`src/rtl/ram_mp_sync_if.sv`:
```
// Bus bundle for ram_mp_sync: one write port, NUM_RD read ports, and status flags.
// The memory side uses the slave modport. The requesting side uses the master modport.
interface ram_mp_sync_if #(
  parameter int D_WIDTH = 19,
  parameter int A_WIDTH = 5,
  parameter int NUM_RD  = 2
);
  // Handshake: a request (write_enable / read_enable[i]) is taken on any rising
  // edge where busy is low. There is no backpressure.
  // read_valid[i] is a one-cycle response on the edge after the request.
  // write_reject is a one-cycle response for a write that was dropped.
  logic                        write_enable;
  logic [A_WIDTH-1:0]          address_write;
  logic [D_WIDTH-1:0]          data_write;
  logic [NUM_RD-1:0]           read_enable;
  logic [NUM_RD*A_WIDTH-1:0]   address_read;
  logic [NUM_RD*D_WIDTH-1:0]   data_read;
  logic [NUM_RD-1:0]           read_valid;
  logic                        busy;
  logic                        write_reject;
  logic                        fsm_state;

  modport master (
    output write_enable, address_write, data_write, read_enable, address_read,
    input  data_read, read_valid, busy, write_reject, fsm_state
  );

  modport slave (
    input  write_enable, address_write, data_write, read_enable, address_read,
    output data_read, read_valid, busy, write_reject, fsm_state
  );
endinterface

```
`src/rtl/ram_mp_sync.sv`:
```
// Multi-read-port synchronous RAM with write-first bypass, registered reads,
// and a post-reset sweep that zeroes every implemented word.
module ram_mp_sync #(
  parameter int D_WIDTH        = 19,
  parameter int A_WIDTH        = 5,
  parameter int A_MAX          = 32,
  parameter int NUM_RD         = 2,
  parameter int CLEAR_ON_RESET = 1
) (
  input  logic           clk,
  input  logic           rst_n,
  ram_mp_sync_if.slave   bus
);

  // The counter is one bit wider than the address so that A_MAX == 2**A_WIDTH still fits.
  localparam logic [A_WIDTH:0] LIMIT   = (A_WIDTH+1)'(A_MAX);
  localparam logic [A_WIDTH:0] LAST    = (A_WIDTH+1)'(A_MAX - 1);
  localparam logic [A_WIDTH:0] CNT_ONE = (A_WIDTH+1)'(1);

  typedef enum logic {ST_CLEAR = 1'b0, ST_READY = 1'b1} state_t;
  localparam state_t RESET_STATE = (CLEAR_ON_RESET != 0) ? ST_CLEAR : ST_READY;

  state_t              state_q, state_d;
  logic [A_WIDTH:0]    clr_cnt_q, clr_cnt_d;
  logic [D_WIDTH-1:0]  mem [A_MAX];

  logic                mem_we;
  logic [A_WIDTH-1:0]  mem_waddr;
  logic [D_WIDTH-1:0]  mem_wdata;

  logic                busy;
  logic                wr_in_range;
  logic                wr_accept;
  logic [A_WIDTH-1:0]  rd_addr   [NUM_RD];
  logic [D_WIDTH-1:0]  rd_data_d [NUM_RD];
  logic [NUM_RD-1:0]   rd_fire;

  logic [NUM_RD*D_WIDTH-1:0] data_read_q;
  logic [NUM_RD-1:0]         read_valid_q;
  logic                      write_reject_q;

  assign busy        = (state_q == ST_CLEAR);
  assign wr_in_range = ({1'b0, bus.address_write} < LIMIT);
  assign wr_accept   = bus.write_enable && !busy && wr_in_range;

  always_ff @(posedge clk or negedge rst_n) begin
    if (!rst_n) begin
      state_q   <= RESET_STATE;
      clr_cnt_q <= '0;
    end else begin
      state_q   <= state_d;
      clr_cnt_q <= clr_cnt_d;
    end
  end

  // The sweep takes over the single write port. User writes only reach memory in READY.
  always_comb begin
    state_d   = state_q;
    clr_cnt_d = clr_cnt_q;
    mem_we    = wr_accept;
    mem_waddr = bus.address_write;
    mem_wdata = bus.data_write;
    case (state_q)
      ST_CLEAR: begin
        mem_we    = 1'b1;
        mem_waddr = clr_cnt_q[A_WIDTH-1:0];
        mem_wdata = '0;
        clr_cnt_d = clr_cnt_q + CNT_ONE;
        if (clr_cnt_q == LAST) state_d = ST_READY;
      end
      default: ;
    endcase
  end

  always_ff @(posedge clk) begin
    if (rst_n && mem_we) mem[mem_waddr] <= mem_wdata;
  end

  always_comb begin
    for (int i = 0; i < NUM_RD; i++) begin
      rd_addr[i] = bus.address_read[i*A_WIDTH +: A_WIDTH];
      rd_fire[i] = bus.read_enable[i] && !busy;
      if ({1'b0, rd_addr[i]} >= LIMIT)
        rd_data_d[i] = '0;
      else if (wr_accept && (bus.address_write == rd_addr[i]))
        rd_data_d[i] = bus.data_write;
      else
        rd_data_d[i] = mem[rd_addr[i]];
    end
  end

  always_ff @(posedge clk or negedge rst_n) begin
    if (!rst_n) begin
      data_read_q    <= '0;
      read_valid_q   <= '0;
      write_reject_q <= 1'b0;
    end else begin
      write_reject_q <= bus.write_enable && (busy || !wr_in_range);
      for (int i = 0; i < NUM_RD; i++) begin
        read_valid_q[i] <= rd_fire[i];
        if (rd_fire[i]) data_read_q[i*D_WIDTH +: D_WIDTH] <= rd_data_d[i];
      end
    end
  end

  assign bus.data_read    = data_read_q;
  assign bus.read_valid   = read_valid_q;
  assign bus.busy         = busy;
  assign bus.write_reject = write_reject_q;
  assign bus.fsm_state    = state_q;

endmodule

```
`src/flat_wrapper.sv`:
```
// flat-port wrapper written by rule: the top's interface ports become plain ports
module ram_mp_sync_flat 
#(
  parameter int D_WIDTH        = 19,
  parameter int A_WIDTH        = 5,
  parameter int A_MAX          = 32,
  parameter int NUM_RD         = 2,
  parameter int CLEAR_ON_RESET = 1
)
  (clk, rst_n, bus_write_enable, bus_address_write, bus_data_write, bus_read_enable, bus_address_read, bus_data_read, bus_read_valid, bus_busy, bus_write_reject, bus_fsm_state);
  ram_mp_sync_if #(.D_WIDTH(D_WIDTH), .A_WIDTH(A_WIDTH), .NUM_RD(NUM_RD)) bus_i ();
  input  logic clk;
  input  logic rst_n;
  input wire logic [$bits(bus_i.write_enable)-1:0] bus_write_enable;
  input wire logic [$bits(bus_i.address_write)-1:0] bus_address_write;
  input wire logic [$bits(bus_i.data_write)-1:0] bus_data_write;
  input wire logic [$bits(bus_i.read_enable)-1:0] bus_read_enable;
  input wire logic [$bits(bus_i.address_read)-1:0] bus_address_read;
  output wire logic [$bits(bus_i.data_read)-1:0] bus_data_read;
  output wire logic [$bits(bus_i.read_valid)-1:0] bus_read_valid;
  output wire logic [$bits(bus_i.busy)-1:0] bus_busy;
  output wire logic [$bits(bus_i.write_reject)-1:0] bus_write_reject;
  output wire logic [$bits(bus_i.fsm_state)-1:0] bus_fsm_state;
  assign bus_i.write_enable = bus_write_enable;
  assign bus_i.address_write = bus_address_write;
  assign bus_i.data_write = bus_data_write;
  assign bus_i.read_enable = bus_read_enable;
  assign bus_i.address_read = bus_address_read;
  assign bus_data_read = bus_i.data_read;
  assign bus_read_valid = bus_i.read_valid;
  assign bus_busy = bus_i.busy;
  assign bus_write_reject = bus_i.write_reject;
  assign bus_fsm_state = bus_i.fsm_state;
  ram_mp_sync #(.D_WIDTH(D_WIDTH), .A_WIDTH(A_WIDTH), .A_MAX(A_MAX), .NUM_RD(NUM_RD), .CLEAR_ON_RESET(CLEAR_ON_RESET)) u_core (.clk(clk), .rst_n(rst_n), .bus(bus_i));
endmodule
```
`config.mk`:
```
export PLATFORM = sky130hd
export DESIGN_NAME = ram_mp_sync_flat
export DESIGN_NICKNAME = d
export VERILOG_FILES = /design/src/rtl/ram_mp_sync_if.sv /design/src/rtl/ram_mp_sync.sv /design/src/flat_wrapper.sv
export SDC_FILE = /design/constraint.sdc
export NUM_CORES = 1
export LEC_CHECK = 0
export CORE_MARGIN = 1
export CORE_UTILIZATION = 25
export DETAILED_ROUTE_END_ITERATION = 8
export PLACE_DENSITY = 0.37
export SLEW_MARGIN = 20
export SYNTH_ARGS = -nofsm -noshare
export SYNTH_HDL_FRONTEND = slang
export SYNTH_SLANG_ARGS = --single-unit
```
`constraint.sdc`:
```
create_clock -name clk -period 2.4 [get_ports clk]
set_input_delay 0.48 -clock clk [delete_from_list [all_inputs] [get_ports clk]]
set_output_delay 0.48 -clock clk [all_outputs]
set_load 0.005 [all_outputs]
```
# Word-level counts from Yosys, hierarchy flattened
# Memory sizes are Yosys's and may differ from the RTL's.
# Cells that the tools add are included.
totals:
  in_bits: 39
  regBits: 48
  n_memories: 1
  mem_bits_rw: 608
mem_list:
  columns: ["memory", "depth", "width", "read_ports", "rd_ports_with_merged_regs", "write_ports", "line_no", "source"]
  rows:
  - ["u_core.mem", 32, 19, 2, 0, 1, "ram_mp_sync.sv:25", "logic [D_WIDTH-1:0] mem [A_MAX];"]
classes:
  n_eq_ne: 3
  muxes: 9
  addsub: 1
  bitwise: 1
  n_reduce_logical: 7
ops:
  columns: ["cell", "count"]
  rows:
  - ["2-to-1 mux 19 bit", 3]
  - ["equality test 5 bit", 2]
  - ["logical AND 1 bit", 7]
  - ["adder 6 x 1 -> 6 bit, second input constant", 1]
  - ["equality test 6 x 5 -> 1 bit, second input constant", 1]
  - ["2-to-1 mux 1 bit", 5]
  - ["2-to-1 mux 5 bit", 1]
  - ["NOT 1 bit", 1]

# Logic depth before layout (Yosys ltp)
# Gate-level depths: netlist (run 1).
logic_depth:
  word_depth: 5
  mapped_depth: 9

# Worst setup path after synthesis (run 1)
# No wires, ideal clock.
synth_timing:
  path_kind: "register to register"
  from: "register u_core.state_q, in the netlist u_core.bus.fsm_state"
  to: "memory u_core.mem[0][0], enable pin"
  stages_incl_launch_ff: 6
  path_slack_ps: -159
  synth_period_minus_slack_ps: 2559
  arrival_ps: 2165
  path_cell_list: "dfrtp_1 buf_2 buf_1 mux2i_1 nand2_1 nor2_1"
synth_via:
  elab_chain_cells: 5
  word_cells_on_any_way: 6
synth_rtl:
  columns: ["element", "line_no", "source"]
  rows:
  - ["start, declared", "ram_mp_sync.sv:23", "state_t state_q, state_d;"]
  - ["start signal, assigned", "ram_mp_sync.sv:51", "state_q <= state_d;"]
  - ["logical AND 1 bit", "ram_mp_sync.sv:44", "assign wr_accept = bus.write_enable && !busy && wr_in_range;"]
  - ["2-to-1 mux 1 bit", "ram_mp_sync.sv:63", "case (state_q)"]
  - ["logical AND 1 bit", "ram_mp_sync.sv:76", "if (rst_n && mem_we) mem[mem_waddr] <= mem_wdata;"]
  - ["2-to-1 mux 1 bit", "ram_mp_sync.sv:76", null]
  - ["2-to-1 mux 1 bit (not written as such)", "ram_mp_sync.sv:76", null]
  - ["end, declared", "ram_mp_sync.sv:25", null]
# Several ways; a longest one is shown, not always the timed one.

==> results of run 1 <==
-- critical path, stage by stage, from the launching register on --
cell and delay, ns:
edfxtp_1 0.39, mux4_2 0.47, mux2_2 0.32, a221oi_1 0.57, buf_4 0.24, or4_1 0.12
nand3_1 0.06
-- metal layers --
metal	routed length, µm	vias to the layer above	global-route usage (%)	part of all wire, %
met5	0	-	0	0
met4	2160	0	3.93	1.7
met3	7580	135	3.45	6.1
met2	54300	728	29.1	44
met1	59900	11000	28.8	48
li1	-	9087	-	-
-- synth_stat cells, types with 2 or more instances --
master	number
xnor2_1	11
or3_1	24
buf_4	26
clkbuf_4	2
a21oi_1	117
nor2_1	67
a22oi_1	148
nor3_2	2
mux2i_1	472
dfrtp_1	48
a22o_1	32
buf_2	19
a31o_2	2
mux4_2	57
a221oi_2	6
inv_1	8
edfxtp_1	608
nand2b_1	14
o32ai_1	2
nor2b_1	13
a221oi_1	60
or4_1	13
buf_8	9
and2_1	22
buf_6	26
and2_0	2
mux4_1	12
clkbuf_1	61
xor2_1	2
buf_12	3
o31ai_2	3
buf_1	10
mux2_2	25
nand2_1	37
o22ai_1	39
nand3_1	34
a2bb2oi_1	2
o211ai_1	3
-- final cells by class --
type / count / share of cell area [%]
sequential: 656 / 48.7
multi-input combinational: 1229 / 27.7
timing repair buffer: 441 / 12.1
clock buffer: 109 / 5.52
tap: 1637 / 5.12
clock inverter: 38 / 0.710
inverter: 8 / 0.0751
antenna: 10 / 0.0626
-- registers in the layout, indices dropped and copies added (netlist names) --
name                     flops
u_core.bus.data_read        38
u_core.bus.fsm_state         1
u_core.bus.read_valid        2
u_core.bus.write_reject      1
u_core.clr_cnt_q             6
u_core.mem                 608
-- through the flow --
step,utilization (%),cells
detailed placement,30.2,3968
CTS,32.2,4118
global route,32.2,4118
global placement,30.1,3967
floorplan,-,2049
finish,32.2,4128
-- power by group --
part | total [mW] | internal [mW] | switching [mW]
logic | 3.05 | 1.32 | 1.73
registers | 12.7 | 12.6 | 0.122
clock network | 11.7 | 6.84 | 4.83
total | 27.4 | 20.8 | 6.68
-- final timing paths --
check | start | to
min in group clk | u_core.clr_cnt_q[5] | u_core.clr_cnt_q[5]
hold reg to reg | u_core.clr_cnt_q[5] | u_core.clr_cnt_q[5]
setup reg to reg | u_core.mem[14][12] | u_core.bus.data_read[12]
hold / removal | rst_n | u_core.bus.data_read[36]
max in group asynchronous | rst_n | u_core.bus.data_read[16]
setup / recovery | u_core.mem[14][12] | u_core.bus.data_read[12]
-- timing repair --
| item | 4_1_cts | 5_1_grt |
|---|---|---|
| hold buffers | 1 | 0 |
| hold endpoints to repair | 8 | 0 |
| endpoints found under the setup margin | 2 | 2 |
| gates resized for setup | 1 | 2 |
| pin swaps | 0 | 0 |
| buffers inserted | 2 | 0 |
-- cell families (layout without fill, tap and decap cells) --
family | Yosys count | in the layout | share of synthesized area, %
AO/OA/AOI/OAI | 418 | 418 | 9.48
XOR/XNOR | 13 | 13 | 0.362
adder cells (fa/ha/maj) | 1 | 1 | 0.0398
buffers and inverters | 164 | 596 | 3.47
flip-flops | 656 | 656 | 61.9
multiplexers | 566 | 566 | 21.0
other | 0 | 10 | 0
AND/OR/NAND/NOR | 231 | 231 | 3.71
==> impl_metrics.py, run 1 <==
metrics = {
    "worst_setup_path": {
        "reg2reg_slack_ns": 0.14,
        "cp.required_ns": 2.94,
        "reg2reg_depth": 6,
        "critPathCaptureType": "register",
        "critPathKind": "register to register",
        "worstPathArrival_ns": 2.80,
        "start_kind": "register",
        "path_max_fanout": 2,
    },
    "sta": {
        "fin_ws_ns": 0.140,
        "fin_hold_ws_ns": 0.286,
        "rsz0062_at_grt": "false",
        "hold_violations": 0,
        "fin_crit_ns": 2.26,
        "maxSlewHeadroom_pct": 51.3,
        "fin_worst_skew_ns": 0.0256,
        "fin_crit_sh_pct": 94.1,
        "finalSetupViolations": 0,
        "worstMarginPinSlew_ns": 0.731,
        "maxSlewViolCount": 0,
        "fmax_mhz": 443,
        "finalSetupTns_ns": 0,
    },
    "synth": {
        "ys_top_cells_by_area": "edfxtp_1 58%, mux2i_1 15%, mux4_2 4.1%",
        "yosysSeqAreaShare_pct": 61.9,
        "synth_cells": 2049,
        "syn_area_um2": 31400,
        "async_reset_ff_share_pct": 7.32,
        "synthFlopType": "edfxtp_1",
        "syn-num-nets": 2089,
        "avgSynthCellArea_um2": 15.3,
        "synth_edf_count": 608,
        "yosysUniqueCellTypes": 46,
        "yosysTopAreaCellShare_pct": 58.1,
        "synth_top_area_cell": "edfxtp_1",
        "synth_warnings": 0,
        "ys_seq_elements": 656,
    },
    "placed_design": {
        "hpwl_um": 84000,
        "place.gp.congestion": 0.802,
        "place.port_buffers": 81,
        "place_ws_ns": -0.558,
        "postPlaceCellArea_um2": 37400,
    },
    "routing": {
        "wirelength_um": 124000,
        "drcViolationCount": 0,
        "wl_per_cell_um": 30.0,
        "via_count": 21000,
        "vias_per_cell": 5.08,
        "drt_iter0_drc": 1740,
        "drt_first_pass_iters": 5,
        "ant_nets": 0,
    },
    "clocking": {
        "clk_pin_slew_ns": 0.06,
        "cts_buffer_depth": 3,
        "cts_tree": "yes",
        "clockRootBuffer": "clkbuf_16",
        "cts_sinks": 656,
        "htreeDepth": 3,
        "clock_latency_ns": 0.65,
        "cts_made_buffers": 79,
    },
    "power_and_ir_drop": {
        "leakagePower_nw": 14.5,
        "powerDensity_nw_per_um2": 686,
        "worst_ir_drop_vdd_uv": 501,
        "total_power_mw": 27.4,
    },
    "finish": {
        "seq_area_um2": 19500,
        "area_delta_synth_final_pct": 27.3,
        "multiInputGateArea_um2": 11100,
        "mostFrequentLayoutCells": "608 x edfxtp_1, 472 x mux2i_1, 254 x buf_4",
        "fillerInstances": 12100,
        "drive_above_1_share_pct": 24.6,
        "final_net_count": 2455,
        "layout_commonest_cell": "edfxtp_1",
        "stdcell_area_um2": 40000,
    },
    "global_routing": {
        "grt_first_pass_wirelength_um": 171000,
        "first_global_vias": 21600,
        "grt_use_total_pct": 19.3,
        "grt_max_degree": 41,
        "grt_overflow": 0,
        "antenna_found_initial": 11,
    },
    "run": {
        "max_cap_viol_count": 0,
    },
    "floorplan": {
        "die_w_um": 357,
        "core_um2": 124000,
        "row_count": 129,
        "dieArea_um2": 127000,
        "die-height_um": 357,
        "start_util_pct": 25.3,
        "io-pin-count": 82,
    },
    "outcome": {
        "outcome": "finished clean",
    },
    "min_path": {
        "holdCritPathClass": "input port to async pin",
    },
}
No activity file was read; power rests on OpenSTA's default activity.
==> run 2: changes to the inputs <==
--- a/config.mk
+++ b/config.mk
@@ -8,6 +8,7 @@
 export CORE_MARGIN = 1
 export CORE_UTILIZATION = 25
 export DETAILED_ROUTE_END_ITERATION = 8
+export GPL_ROUTABILITY_DRIVEN = 0
 export PLACE_DENSITY = 0.37
 export SLEW_MARGIN = 20
 export SYNTH_ARGS = -nofsm -noshare
==> results of run 2 <==
Final layout, timing and power as in run 1 (identical DEF).
